==> src/rtl/hazard_control_unit_if.sv <==
// Pipeline-side bundle for the hazard control unit: ID/EX and IF/ID operand
// info plus EX events come in, stall/flush controls and status go out.
interface hazard_control_unit_if #(
    parameter int CNT_W = 16
);
    // IF/ID instruction operands
    logic [4:0]       rs1_IFID;
    logic [4:0]       rs2_IFID;
    logic             uses_rs1_IFID;
    logic             uses_rs2_IFID;
    // ID/EX instruction destination info
    logic [4:0]       rd_IDEX;
    logic             RegWEn_IDEX;
    logic             is_load_IDEX;
    // EX-stage events
    logic             br_taken_EX;
    logic             mc_start_EX;
    logic             mc_done;
    logic             cnt_clear;
    // Pipeline controls
    logic             pc_stall;
    logic             ifid_stall;
    logic             ifid_flush;
    logic             idex_stall;
    logic             idex_flush;
    // Status
    logic [1:0]       hz_state;
    logic [CNT_W-1:0] load_stall_cnt;
    logic [CNT_W-1:0] flush_cnt;
    logic [CNT_W-1:0] mc_stall_cnt;
    logic             mc_timeout_err;

    // Pipeline side: supplies operand info/events, consumes controls
    modport master (
        output rs1_IFID, rs2_IFID, uses_rs1_IFID, uses_rs2_IFID,
               rd_IDEX, RegWEn_IDEX, is_load_IDEX,
               br_taken_EX, mc_start_EX, mc_done, cnt_clear,
        input  pc_stall, ifid_stall, ifid_flush, idex_stall, idex_flush,
               hz_state, load_stall_cnt, flush_cnt, mc_stall_cnt, mc_timeout_err
    );

    // Hazard unit side
    modport slave (
        input  rs1_IFID, rs2_IFID, uses_rs1_IFID, uses_rs2_IFID,
               rd_IDEX, RegWEn_IDEX, is_load_IDEX,
               br_taken_EX, mc_start_EX, mc_done, cnt_clear,
        output pc_stall, ifid_stall, ifid_flush, idex_stall, idex_flush,
               hz_state, load_stall_cnt, flush_cnt, mc_stall_cnt, mc_timeout_err
    );
endinterface

==> src/rtl/hazard_control_unit.sv <==
// Hazard control unit: detects load-use hazards, flushes on taken branches,
// holds the front end during multi-cycle EX ops, and keeps saturating
// performance counters plus a sticky multi-cycle timeout flag.
module hazard_control_unit #(
    parameter int CNT_W      = 16,
    parameter int MC_TIMEOUT = 64
) (
    input  logic                  clk,
    input  logic                  reset,
    hazard_control_unit_if.slave  hif
);
    localparam int WAIT_W = (MC_TIMEOUT > 1) ? $clog2(MC_TIMEOUT) : 1;
    localparam logic [WAIT_W-1:0] WAIT_LAST = WAIT_W'(MC_TIMEOUT - 1);

    typedef enum logic [1:0] {
        ST_RUN     = 2'd0,
        ST_MC_WAIT = 2'd1
    } state_t;

    state_t            state_q, state_d;
    logic [WAIT_W-1:0] wait_q, wait_d;
    logic              err_q, err_d;
    logic [CNT_W-1:0]  load_cnt_q, load_cnt_d;
    logic [CNT_W-1:0]  flush_cnt_q, flush_cnt_d;
    logic [CNT_W-1:0]  mc_cnt_q, mc_cnt_d;

    logic load_use;
    logic ev_load, ev_flush, ev_mc;

    // Load-use: the IF/ID instruction reads the register a load in ID/EX is about to write
    always_comb begin
        load_use = hif.is_load_IDEX & hif.RegWEn_IDEX & (hif.rd_IDEX != 5'd0) &
                   ((hif.uses_rs1_IFID & (hif.rs1_IFID == hif.rd_IDEX)) |
                    (hif.uses_rs2_IFID & (hif.rs2_IFID == hif.rd_IDEX)));
    end

    // State and counter registers; reset overrides everything
    always_ff @(posedge clk) begin
        if (reset) begin
            state_q     <= ST_RUN;
            wait_q      <= '0;
            err_q       <= 1'b0;
            load_cnt_q  <= '0;
            flush_cnt_q <= '0;
            mc_cnt_q    <= '0;
        end else begin
            state_q     <= state_d;
            wait_q      <= wait_d;
            err_q       <= err_d;
            load_cnt_q  <= load_cnt_d;
            flush_cnt_q <= flush_cnt_d;
            mc_cnt_q    <= mc_cnt_d;
        end
    end

    // Next state: enter MC_WAIT on an unfinished multi-cycle op, leave on done or timeout
    always_comb begin
        state_d = state_q;
        wait_d  = wait_q;
        err_d   = err_q;
        unique case (state_q)
            ST_RUN: begin
                if (!hif.br_taken_EX && hif.mc_start_EX && !hif.mc_done) begin
                    state_d = ST_MC_WAIT;
                    wait_d  = '0;
                end
            end
            ST_MC_WAIT: begin
                if (hif.mc_done) begin
                    state_d = ST_RUN;
                end else if (wait_q == WAIT_LAST) begin
                    // Forced release; the counter stops here rather than wrapping
                    state_d = ST_RUN;
                    err_d   = 1'b1;
                end else begin
                    wait_d = wait_q + 1'b1;
                end
            end
            default: state_d = ST_RUN;
        endcase
    end

    // Control outputs: same-cycle response, forced quiet while reset is high
    always_comb begin
        hif.pc_stall   = 1'b0;
        hif.ifid_stall = 1'b0;
        hif.ifid_flush = 1'b0;
        hif.idex_stall = 1'b0;
        hif.idex_flush = 1'b0;
        ev_load        = 1'b0;
        ev_flush       = 1'b0;
        ev_mc          = 1'b0;
        if (!reset) begin
            unique case (state_q)
                ST_RUN: begin
                    if (hif.br_taken_EX) begin
                        hif.ifid_flush = 1'b1;
                        hif.idex_flush = 1'b1;
                        ev_flush       = 1'b1;
                    end else if (hif.mc_start_EX) begin
                        // A same-cycle mc_done means the op finished in one cycle
                        if (!hif.mc_done) begin
                            hif.pc_stall   = 1'b1;
                            hif.ifid_stall = 1'b1;
                            hif.idex_stall = 1'b1;
                            ev_mc          = 1'b1;
                        end
                    end else if (load_use) begin
                        hif.pc_stall   = 1'b1;
                        hif.ifid_stall = 1'b1;
                        hif.idex_flush = 1'b1;
                        ev_load        = 1'b1;
                    end
                end
                ST_MC_WAIT: begin
                    if (!hif.mc_done) begin
                        hif.pc_stall   = 1'b1;
                        hif.ifid_stall = 1'b1;
                        hif.idex_stall = 1'b1;
                        ev_mc          = 1'b1;
                    end
                end
                default: ;
            endcase
        end
    end

    // Performance counters: clear beats increment, saturate at all-ones
    always_comb begin
        load_cnt_d  = load_cnt_q;
        flush_cnt_d = flush_cnt_q;
        mc_cnt_d    = mc_cnt_q;
        if (hif.cnt_clear) begin
            load_cnt_d  = '0;
            flush_cnt_d = '0;
            mc_cnt_d    = '0;
        end else begin
            if (ev_load  && !(&load_cnt_q))  load_cnt_d  = load_cnt_q + 1'b1;
            if (ev_flush && !(&flush_cnt_q)) flush_cnt_d = flush_cnt_q + 1'b1;
            if (ev_mc    && !(&mc_cnt_q))    mc_cnt_d    = mc_cnt_q + 1'b1;
        end
    end

    // Status outputs straight from the registers
    always_comb begin
        hif.hz_state       = state_q;
        hif.load_stall_cnt = load_cnt_q;
        hif.flush_cnt      = flush_cnt_q;
        hif.mc_stall_cnt   = mc_cnt_q;
        hif.mc_timeout_err = err_q;
    end
endmodule

==> src/flat_wrapper.sv <==
// flat-port wrapper written by rule: the top's interface ports become plain ports
module hazard_control_unit_flat 
#(
    parameter int CNT_W      = 16,
    parameter int MC_TIMEOUT = 64
)
  (clk, reset, hif_rs1_IFID, hif_rs2_IFID, hif_uses_rs1_IFID, hif_uses_rs2_IFID, hif_rd_IDEX, hif_RegWEn_IDEX, hif_is_load_IDEX, hif_br_taken_EX, hif_mc_start_EX, hif_mc_done, hif_cnt_clear, hif_pc_stall, hif_ifid_stall, hif_ifid_flush, hif_idex_stall, hif_idex_flush, hif_hz_state, hif_load_stall_cnt, hif_flush_cnt, hif_mc_stall_cnt, hif_mc_timeout_err);
  hazard_control_unit_if #(.CNT_W(CNT_W)) hif_i ();
  input  logic clk;
  input  logic reset;
  input wire logic [$bits(hif_i.rs1_IFID)-1:0] hif_rs1_IFID;
  input wire logic [$bits(hif_i.rs2_IFID)-1:0] hif_rs2_IFID;
  input wire logic [$bits(hif_i.uses_rs1_IFID)-1:0] hif_uses_rs1_IFID;
  input wire logic [$bits(hif_i.uses_rs2_IFID)-1:0] hif_uses_rs2_IFID;
  input wire logic [$bits(hif_i.rd_IDEX)-1:0] hif_rd_IDEX;
  input wire logic [$bits(hif_i.RegWEn_IDEX)-1:0] hif_RegWEn_IDEX;
  input wire logic [$bits(hif_i.is_load_IDEX)-1:0] hif_is_load_IDEX;
  input wire logic [$bits(hif_i.br_taken_EX)-1:0] hif_br_taken_EX;
  input wire logic [$bits(hif_i.mc_start_EX)-1:0] hif_mc_start_EX;
  input wire logic [$bits(hif_i.mc_done)-1:0] hif_mc_done;
  input wire logic [$bits(hif_i.cnt_clear)-1:0] hif_cnt_clear;
  output wire logic [$bits(hif_i.pc_stall)-1:0] hif_pc_stall;
  output wire logic [$bits(hif_i.ifid_stall)-1:0] hif_ifid_stall;
  output wire logic [$bits(hif_i.ifid_flush)-1:0] hif_ifid_flush;
  output wire logic [$bits(hif_i.idex_stall)-1:0] hif_idex_stall;
  output wire logic [$bits(hif_i.idex_flush)-1:0] hif_idex_flush;
  output wire logic [$bits(hif_i.hz_state)-1:0] hif_hz_state;
  output wire logic [$bits(hif_i.load_stall_cnt)-1:0] hif_load_stall_cnt;
  output wire logic [$bits(hif_i.flush_cnt)-1:0] hif_flush_cnt;
  output wire logic [$bits(hif_i.mc_stall_cnt)-1:0] hif_mc_stall_cnt;
  output wire logic [$bits(hif_i.mc_timeout_err)-1:0] hif_mc_timeout_err;
  assign hif_i.rs1_IFID = hif_rs1_IFID;
  assign hif_i.rs2_IFID = hif_rs2_IFID;
  assign hif_i.uses_rs1_IFID = hif_uses_rs1_IFID;
  assign hif_i.uses_rs2_IFID = hif_uses_rs2_IFID;
  assign hif_i.rd_IDEX = hif_rd_IDEX;
  assign hif_i.RegWEn_IDEX = hif_RegWEn_IDEX;
  assign hif_i.is_load_IDEX = hif_is_load_IDEX;
  assign hif_i.br_taken_EX = hif_br_taken_EX;
  assign hif_i.mc_start_EX = hif_mc_start_EX;
  assign hif_i.mc_done = hif_mc_done;
  assign hif_i.cnt_clear = hif_cnt_clear;
  assign hif_pc_stall = hif_i.pc_stall;
  assign hif_ifid_stall = hif_i.ifid_stall;
  assign hif_ifid_flush = hif_i.ifid_flush;
  assign hif_idex_stall = hif_i.idex_stall;
  assign hif_idex_flush = hif_i.idex_flush;
  assign hif_hz_state = hif_i.hz_state;
  assign hif_load_stall_cnt = hif_i.load_stall_cnt;
  assign hif_flush_cnt = hif_i.flush_cnt;
  assign hif_mc_stall_cnt = hif_i.mc_stall_cnt;
  assign hif_mc_timeout_err = hif_i.mc_timeout_err;
  hazard_control_unit #(.CNT_W(CNT_W), .MC_TIMEOUT(MC_TIMEOUT)) u_core (.clk(clk), .reset(reset), .hif(hif_i));
endmodule
==> config.mk <==
export PLATFORM = sky130hd
export DESIGN_NAME = hazard_control_unit_flat
export DESIGN_NICKNAME = d
export VERILOG_FILES = /design/src/rtl/hazard_control_unit_if.sv /design/src/rtl/hazard_control_unit.sv /design/src/flat_wrapper.sv
export SDC_FILE = /design/constraint.sdc
export NUM_CORES = 1
export LEC_CHECK = 0
export CORE_MARGIN = 1.5
export CORE_UTILIZATION = 44
export CTS_CLUSTER_SIZE = 30
export DETAILED_ROUTE_END_ITERATION = 8
export PLACE_DENSITY = 0.76
export SKIP_LAST_GASP = 1
export SYNTH_ARGS = -nofsm -noshare
export SYNTH_HDL_FRONTEND = slang
export SYNTH_SLANG_ARGS = --single-unit
==> constraint.sdc <==
create_clock -name clk -period 2.1 [get_ports clk]
set_clock_uncertainty 0.05 [all_clocks]
set_input_delay 0.42 -clock clk [delete_from_list [all_inputs] [get_ports clk]]
set_output_delay 0.42 -clock clk [all_outputs]
set_load 0.1 [all_outputs]
==> tab_implementation.tex, run 1 <==
\begin{tabular}{lr}
\hline
Metric & Value \\
\hline
\multicolumn{2}{l}{\textbf{Run status}} \\
\quad Status & finished, violations left \\
\quad Violated checks & setup timing \\
\multicolumn{2}{l}{\textbf{Critical path}} \\
\quad Startpoint type of the worst setup path & flop \\
\quad Kind of end point of the critical path & output port \\
\quad Setup Crit Path Kind & reg -> out \\
\quad Worst EP required & 1.63 ns \\
\quad Critical Path AT & roughly 1.7 ns \\
\quad Largest fanout on the critical path & 4 \\
\multicolumn{2}{l}{\textbf{Floorplanning}} \\
\quad Overall die height & 85.8 µm \\
\quad Area of the core region & 6490 µm² \\
\quad Site row count & 29 \\
\quad Boundary pin count & 81 \\
\quad Die X-Extent & 85.8 µm \\
\quad Full die area & around 7400 µm² \\
\quad Initial core utilization & 46.4\% \\
\multicolumn{2}{l}{\textbf{Finish}} \\
\quad Proportion of layout cells with a drive suffix above 1 & between 40\% and 50\% \\
\quad Area growth syn-to-layout & 47.4\% \\
\quad Utilization of the core after routing & between 60\% and 70\% \\
\quad Net count, final & 507 \\
\quad Most common cell after layout, fill and taps aside & sky130\_fd\_sc\_hd\_\_buf\_4 \\
\quad Antenna cell count & 0 \\
\quad Top library cells by usage in the layout, fill and taps aside & 94 x sky130\_fd\_sc\_hd\_\_buf\_4, 40 x sky130\_fd\_sc\_hd\_\_dfxtp\_2, 37 x sky130\_fd\_sc\_hd\_\_nor2\_1 \\
\quad Final-layout fill cell count & 532 \\
\multicolumn{2}{l}{\textbf{Placed design}} \\
\quad Setup slack after placement & -0.405 ns \\
\quad Final Wtd Congestion & 0.857 \\
\quad Post-DP HPWL & roughly 5800 µm \\
\quad PortBufs & 79 \\
\multicolumn{2}{l}{\textbf{Power and ir drop}} \\
\quad Total internal power & roughly 1.5 mW \\
\quad P\_sw & around 0.5 mW \\
\quad Peak supply drop & 0.000310 V \\
\quad Net switching fraction of the power & 25.7\% \\
\quad Reg power frac & 52.9\% \\
\quad Sum of internal, switching and leakage power & 2.00 mW \\
\quad Portion of total power attributed to combinational logic & 14.1\% \\
\quad Leak pwr & 1.62 nW \\
\quad Power density over the cells & approximately 450 nW/µm² \\
\quad Share of power burned in the clock network & 33.1\% \\
\multicolumn{2}{l}{\textbf{Yosys}} \\
\quad Cell area after synthesis & roughly 3000 µm² \\
\quad Yosys warning total & 0 \\
\quad Sequential share of the synthesized area & 37.2\% \\
\quad Ys flop type & sky130\_fd\_sc\_hd\_\_dfxtp\_1 \\
\quad Post-synth cell types & 51 \\
\quad Mapped Cells & 360 \\
\quad Synth Net Count & 389 \\
\quad Number of enable flip-flop cells after synthesis & 0 \\
\quad FFs w/ async S/R, synth & 0\% \\
\quad Syn\_area\_per\_cell & approximately 8.4 µm² \\
\quad Register bit count reported by yosys & 56 \\
\multicolumn{2}{l}{\textbf{Hold path}} \\
\quad Hold/Removal Path Class & reg -> reg \\
\multicolumn{2}{l}{\textbf{STA}} \\
\quad Worst hold slack & 0.446 ns \\
\quad Final-report max-slew violation count & 0 \\
\quad RSZ-0062 raised after global routing & true \\
\quad Fin Setup TNS & -0.0997 ns \\
\quad Worst-case headroom to the max-slew limit & 56.8\% \\
\quad Period utilization & 102\% \\
\quad Fin. Hold Viols & 0 \\
\quad Worst Slack Setup Final & -0.0468 ns \\
\quad Final setup vio count & 3 \\
\quad Fin crit period & 2.15 ns \\
\quad Highest attainable clock frequency & about 470 MHz \\
\quad Pin slew with the least headroom to its limit & 0.642 ns \\
\multicolumn{2}{l}{\textbf{Detailed routing}} \\
\quad Number of nets with antenna violations after detailed routing & 0 \\
\quad Detail-routed via count per cell & 5.67 \\
\quad Drt initial violations & 76 \\
\quad Overall routed net length & 7890 µm \\
\quad Count of vias placed by the detailed router & between 3000 and 4000 \\
\quad First-pass iteration count of the detailed router & 4 \\
\quad Final routed DRC violation total & 0 \\
\quad Avg WL per Cell & around 14 µm \\
\multicolumn{2}{l}{\textbf{Clock tree}} \\
\quad CTS tree & done \\
\quad Maximum buffer depth of the clock tree & 2 \\
\quad Clk sink count & 56 \\
\quad Number of clock buffers inserted by TritonCTS & 5 \\
\quad Root cell of the clock tree & sky130\_fd\_sc\_hd\_\_clkbuf\_8 \\
\quad Latest clock arrival within the worst-skew pair & 0.31 ns \\
\quad Clock edge transition at the registers on the reported setup and hold paths & 0.10 ns \\
\quad Max H-tree Level & 2 \\
\multicolumn{2}{l}{\textbf{Global route}} \\
\quad Maximum number of pins on one net before global-route repair & 42 \\
\quad Total global routing track utilization & a little over a fifth \\
\quad First-pass GRT wire length & 13000 µm \\
\quad GRT overflow & 0 \\
\quad Vias in the first global route & 2864 \\
\quad Initial antenna violation count & 0 \\
\multicolumn{2}{l}{\textbf{Job}} \\
\quad Number of max-cap violations & 0 \\
\hline
\end{tabular}
==> final timing paths <==
check                                                                start                                    endpoint  slack [ns]  cells past startpoint
worst max-delay path                   u_core.hif.hz_state[0]$_SDFFE_PP0P_                              hif_ifid_stall       -0.05                      5
worst min-delay path            u_core.hif.load_stall_cnt[10]$_SDFFE_PP0P_  u_core.hif.load_stall_cnt[10]$_SDFFE_PP0P_        0.45                      2
worst max register to register         u_core.hif.hz_state[0]$_SDFFE_PP0P_   u_core.hif.load_stall_cnt[9]$_SDFFE_PP0P_        0.10                      6
worst min register to register  u_core.hif.load_stall_cnt[10]$_SDFFE_PP0P_  u_core.hif.load_stall_cnt[10]$_SDFFE_PP0P_        0.45                      2
==> final cells by class <==
cell class,instances,area [µm²],area share [%]
multi-input cells,278,1940,43.6
clock inverters,1,5.00,0.113
repair buffers,126,1060,23.8
clock buffers,7,97.6,2.20
flip-flops and latches,56,1190,26.8
inverters,11,57.6,1.30
well taps,77,96.3,2.17
==> sequential cells by signal, indices dropped and copies added (netlist names) <==
name	count
u_core.hif.flush_cnt	16
u_core.hif.load_stall_cnt	16
u_core.hif.mc_stall_cnt	16
u_core.wait_q	6
u_core.hif.hz_state	1
u_core.hif.mc_timeout_err	1
==> critical path, cell delays in order (launching register included) <==
cell and delay [ns]:
sky130_fd_sc_hd__dfxtp_4 0.37, sky130_fd_sc_hd__or3_4 0.39, sky130_fd_sc_hd__a211oi_4 0.21, sky130_fd_sc_hd__nand2_2 0.11
sky130_fd_sc_hd__nand2_4 0.10, sky130_fd_sc_hd__buf_12 0.18
==> what timing repair did <==
| item | in CTS | in global routing |
|---|---|---|
| setup endpoints to repair | 20 | 15 |
| resized for setup | 41 | 21 |
| buffers inserted | 11 | 3 |
| hold buffers | 0 | 0 |
| pin swaps | 16 | 17 |
==> power by group through the flow <==
stage / registers, mW / logic, mW / clock network, mW
after global placement: 1.08 / 0.256 / 0
after CTS: 1.06 / 0.269 / 0.675
after global routing: 1.06 / 0.299 / 0.724
after detailed placement: 1.08 / 0.260 / 0
final: 1.06 / 0.282 / 0.663
after floorplan: 1.10 / 0.128 / 0
==> per-stage QoR <==
stage,instances,instance area (µm²)
6_report,556,4440
5_1_grt,556,4440
4_1_cts,554,4390
3_5_place_dp,535,4190
3_3_place_gp,535,4190
2_1_floorplan,360,3190
==> layer usage <==
| metal | up-vias | wire, µm | track usage (%) |
|---|---|---|---|
| li1 | 1563 | - | - |
| met1 | 1488 | 3490 | 26.5 |
| met2 | 87 | 3880 | 37.9 |
| met3 | 13 | 385 | 4.14 |
| met4 | 0 | 131 | 6.01 |
| met5 | - | 0 | 0 |
==> synthesized netlist by cell type (all sizes together) (9+ instances only) <==
cell type	n	share of area (%)
nor4	12	2.5
nand4	14	2.9
nor3	12	2.0
nor2	37	4.6
o21ai	11	2.1
a21oi	19	3.2
nand3	20	3.8
inv	11	1.4
or4	12	3.0
clkbuf	10	1.2
xnor2	30	8.7
nand2	25	3.1
dfxtp	56	37
o31ai	10	2.5
and3	9	1.9
==> cell families after synthesis <==
group / count (synthesis) / share of synthesized area [%]
simple gates: 170 / 31.0
mux: 1 / 0.374
flops: 56 / 37.2
buf+inv: 26 / 4.03
compound gates: 65 / 14.9
other cells: 1 / 0.124
fa+ha+maj: 4 / 1.66
xor+xnor: 37 / 10.8
Note: power is estimated with default switching activity, not from simulation.
==> inputs of run 2 (changes only) <==
--- a/config.mk
+++ b/config.mk
@@ -6,11 +6,13 @@
 export NUM_CORES = 1
 export LEC_CHECK = 0
 export CORE_MARGIN = 1.5
-export CORE_UTILIZATION = 44
+export CORE_UTILIZATION = 33
+export CTS_CLUSTER_DIAMETER = 120
 export CTS_CLUSTER_SIZE = 30
 export DETAILED_ROUTE_END_ITERATION = 8
-export PLACE_DENSITY = 0.76
+export PLACE_DENSITY = 0.59
 export SKIP_LAST_GASP = 1
+export SLEW_MARGIN = 10
 export SYNTH_ARGS = -nofsm -noshare
 export SYNTH_HDL_FRONTEND = slang
 export SYNTH_SLANG_ARGS = --single-unit
==> tab_implementation.tex, run 2 (same netlist as run 1, synthesis figures left out) <==
\begin{tabular}{lr}
\hline
Metric & Value \\
\hline
\multicolumn{2}{l}{\textbf{Run status}} \\
\quad Status & finished, violations left (unchanged) \\
\quad Violated checks & DRC (was setup timing) \\
\multicolumn{2}{l}{\textbf{Detailed routing}} \\
\quad Drt initial violations & 100 (was 76) \\
\quad Number of nets with antenna violations after detailed routing & 0 (unchanged) \\
\quad First-pass iteration count of the detailed router & 8 (was 4) \\
\quad Count of vias placed by the detailed router & 3066 (was 3151) \\
\quad Overall routed net length & 8130 µm (was 7890 µm) \\
\quad Detail-routed via count per cell & 5.24 (was 5.67) \\
\quad Final routed DRC violation total & 4 (was 0) \\
\quad Avg WL per Cell & 13.9 µm (was 14.2 µm) \\
\multicolumn{2}{l}{\textbf{Floorplanning}} \\
\quad Site row count & 34 (was 29) \\
\quad Boundary pin count & 81 (unchanged) \\
\quad Full die area & 9720 µm² (was 7360 µm²) \\
\quad Area of the core region & 8810 µm² (was 6490 µm²) \\
\quad Die X-Extent & 98.6 µm (was 85.8 µm) \\
\quad Initial core utilization & 34.2\% (was 46.4\%) \\
\quad Overall die height & 98.6 µm (was 85.8 µm) \\
\multicolumn{2}{l}{\textbf{Finish}} \\
\quad Utilization of the core after routing & 50.5\% (was 68.4\%) \\
\quad Antenna cell count & 0 (unchanged) \\
\quad Net count, final & 505 (was 507) \\
\quad Most common cell after layout, fill and taps aside & sky130\_fd\_sc\_hd\_\_buf\_4 (unchanged) \\
\quad Post-route insts no fill & 585 (was 556) \\
\quad Top library cells by usage in the layout, fill and taps aside & 93 x sky130\_fd\_sc\_hd\_\_buf\_4, 40 x sky130\_fd\_sc\_hd\_\_dfxtp\_2, 37 x sky130\_fd\_sc\_hd\_\_nor2\_1 (was 94 x sky130\_fd\_sc\_hd\_\_buf\_4, 40 x sky130\_fd\_sc\_hd\_\_dfxtp\_2, 37 x sky130\_fd\_sc\_hd\_\_nor2\_1) \\
\quad Area growth syn-to-layout & 47.7\% (was 47.4\%) \\
\quad Final-layout fill cell count & 843 (was 532) \\
\quad Proportion of layout cells with a drive suffix above 1 & 42.8\% (was 40.7\%) \\
\multicolumn{2}{l}{\textbf{Clock tree}} \\
\quad Clk sink count & 56 (unchanged) \\
\quad Maximum buffer depth of the clock tree & 2 (unchanged) \\
\quad Clock edge transition at the registers on the reported setup and hold paths & 0.10 ns (about the same) \\
\quad CTS tree & done (unchanged) \\
\quad Number of clock buffers inserted by TritonCTS & 5 (unchanged) \\
\quad Max H-tree Level & 2 (unchanged) \\
\quad Root cell of the clock tree & sky130\_fd\_sc\_hd\_\_clkbuf\_8 (unchanged) \\
\quad Latest clock arrival within the worst-skew pair & 0.31 ns (about the same) \\
\multicolumn{2}{l}{\textbf{Placed design}} \\
\quad PortBufs & 79 (unchanged) \\
\quad Final Wtd Congestion & 0.781 (was 0.857) \\
\quad Post-DP HPWL & 5880 µm (was 5770 µm) \\
\quad Placed Instances & 566 (was 535) \\
\multicolumn{2}{l}{\textbf{Critical path}} \\
\quad Setup slack of the most critical reg-to-reg path & 0.06 ns (was 0.10 ns) \\
\quad Setup Crit Path Kind & in -> reg (was reg -> out) \\
\quad Worst EP required & 2.29 ns (was 1.63 ns) \\
\quad Critical path destination & u\_core.hif.load\_stall\_cnt[5]\$\_SDFFE\_PP0P\_ (was hif\_ifid\_stall) \\
\quad FF-to-FF End & u\_core.hif.load\_stall\_cnt[5]\$\_SDFFE\_PP0P\_ (was u\_core.hif.load\_stall\_cnt[9]\$\_SDFFE\_PP0P\_) \\
\quad CP Launch Point & hif\_rs1\_IFID[2] (was u\_core.hif.hz\_state[0]\$\_SDFFE\_PP0P\_) \\
\quad Critical Path AT & 2.25 ns (was 1.68 ns) \\
\quad Start of the worst register-to-register path & u\_core.hif.hz\_state[0]\$\_SDFFE\_PP0P\_ (unchanged) \\
\quad Kind of end point of the critical path & flop (was output port) \\
\quad Largest fanout on the critical path & 15 (was 4) \\
\quad FF-to-FF path depth & 7 (was 6) \\
\quad Startpoint type of the worst setup path & input port (was flop) \\
\multicolumn{2}{l}{\textbf{STA}} \\
\quad Fin crit period & 2.06 ns (was 2.15 ns) \\
\quad Pin slew with the least headroom to its limit & 0.572 ns (was 0.642 ns) \\
\quad Worst-case headroom to the max-slew limit & 61.5\% (was 56.8\%) \\
\quad Highest attainable clock frequency & 486 MHz (was 466 MHz) \\
\quad Final setup vio count & 0 (was 3) \\
\quad RSZ-0062 raised after global routing & true (unchanged) \\
\quad Final-report max-slew violation count & 0 (unchanged) \\
\quad Fin. Hold Viols & 0 (unchanged) \\
\quad Period utilization & 98.0\% (was 102\%) \\
\multicolumn{2}{l}{\textbf{Global route}} \\
\quad Vias in the first global route & 2804 (was 2864) \\
\quad First-pass GRT wire length & 13300 µm (was 13000 µm) \\
\quad Total global routing track utilization & 16.3\% (was 21.4\%) \\
\quad GRT overflow & 0 (unchanged) \\
\quad Initial antenna violation count & 0 (unchanged) \\
\quad Maximum number of pins on one net before global-route repair & 31 (was 42) \\
\multicolumn{2}{l}{\textbf{Job}} \\
\quad Number of max-cap violations & 0 (unchanged) \\
\multicolumn{2}{l}{\textbf{Hold path}} \\
\quad Hold wc startpoint & reset (was u\_core.hif.load\_stall\_cnt[10]\$\_SDFFE\_PP0P\_) \\
\quad Hold/Removal Path Class & in -> reg (was reg -> reg) \\
\multicolumn{2}{l}{\textbf{Power and ir drop}} \\
\quad Leak pwr & 1.63 nW (was 1.62 nW) \\
\quad Peak supply drop & 0.000280 V (was 0.000310 V) \\
\quad Power density over the cells & 441 nW/µm² (was 451 nW/µm²) \\
\hline
\end{tabular}
==> run 2: changes by cell type in the layout (fill, tap and decap cells not counted), moves of 2 or more <==
cell and change:
sky130_fd_sc_hd__buf_2 +6, sky130_fd_sc_hd__clkdlybuf4s15_2 +2, sky130_fd_sc_hd__clkdlybuf4s15_1 -5, sky130_fd_sc_hd__dlygate4sd2_1 -3
==> run 2: layout make-up <==
class                   instances  area, µm²  area share, %
flip-flops and latches         56       1190           26.7
clock buffers                   6       82.6           1.86
inverters                      11       57.6           1.29
clock inverters                 2       10.0          0.225
multi-input cells             278       1950           43.9
repair buffers                124       1020           23.0
well taps                     108        135           3.04
==> run 2: report_power, final <==
| part | internal, mW | leakage, nW | switching (mW) |
|---|---|---|---|
| Clock | 0.265 | 0.0510 | 0.366 |
| Sequential | 1.06 | 0.476 | 0.00253 |
| Combinational | 0.117 | 1.10 | 0.154 |
==> run 2: worst min path at each step <==
stage / to / slack, ns / cells past startpoint
detailed placement: u_core.hif.mc_timeout_err$_SDFFE_PP0P_ / 0.42 / 2
floorplan: u_core.wait_q[1]$_SDFFE_PP0P_ / 0.42 / 2
global placement: u_core.hif.mc_timeout_err$_SDFFE_PP0P_ / 0.41 / 2
global route: u_core.wait_q[0]$_SDFFE_PP0P_ / 0.43 / 3
finish: u_core.wait_q[1]$_SDFFE_PP0P_ / 0.42 / 3
CTS: u_core.wait_q[1]$_SDFFE_PP0P_ / 0.41 / 3
==> run 2: metal layers <==
| layer | part of all wire (%) | vias up | global-route usage [%] |
|---|---|---|---|
| met2 | 47 | 85 | 26.8 |
| met5 | 0 | - | 0 |
| met3 | 5.5 | 5 | 3.48 |
| met1 | 46 | 1419 | 21.9 |
| li1 | - | 1557 | - |
| met4 | 1.0 | 0 | 4.29 |
==> run 2: worst max-delay path, cell delays in order <==
cell                              delay, ns
sky130_fd_sc_hd__clkdlybuf4s15_2       0.19
sky130_fd_sc_hd__xnor2_1               0.13
sky130_fd_sc_hd__nand4_1               0.15
sky130_fd_sc_hd__buf_4                 0.17
sky130_fd_sc_hd__buf_4                 0.12
sky130_fd_sc_hd__o22a_4                0.25
sky130_fd_sc_hd__buf_12                0.15
sky130_fd_sc_hd__or4_4                 0.51
sky130_fd_sc_hd__a21oi_2               0.16
==> run 2: per-stage QoR <==
step                cell area (µm²)  hold slack, ns  TNS (ns)  worst slack, ns  total power [mW]
floorplan                      3190           0.417     -5.74           -0.495              1.23
global placement               4210           0.410    -13.96           -0.392              1.34
detailed placement             4210           0.419    -14.47           -0.418              1.34
CTS                            4360           0.412  -0.00516         -0.00261              1.97
global route                   4450           0.433   -0.0938          -0.0233              2.05
finish                         4450           0.425         0           0.0420              1.96
==> run 2: timing repair <==
item / 4_1_cts / 5_1_grt
pin swaps: 23 / 15
endpoints found under the setup margin: 19 / 11
gates resized for setup: 65 / 18
buffers inserted: 8 / 2
cloned: 0 / 1
hold buffers: 0 / 0
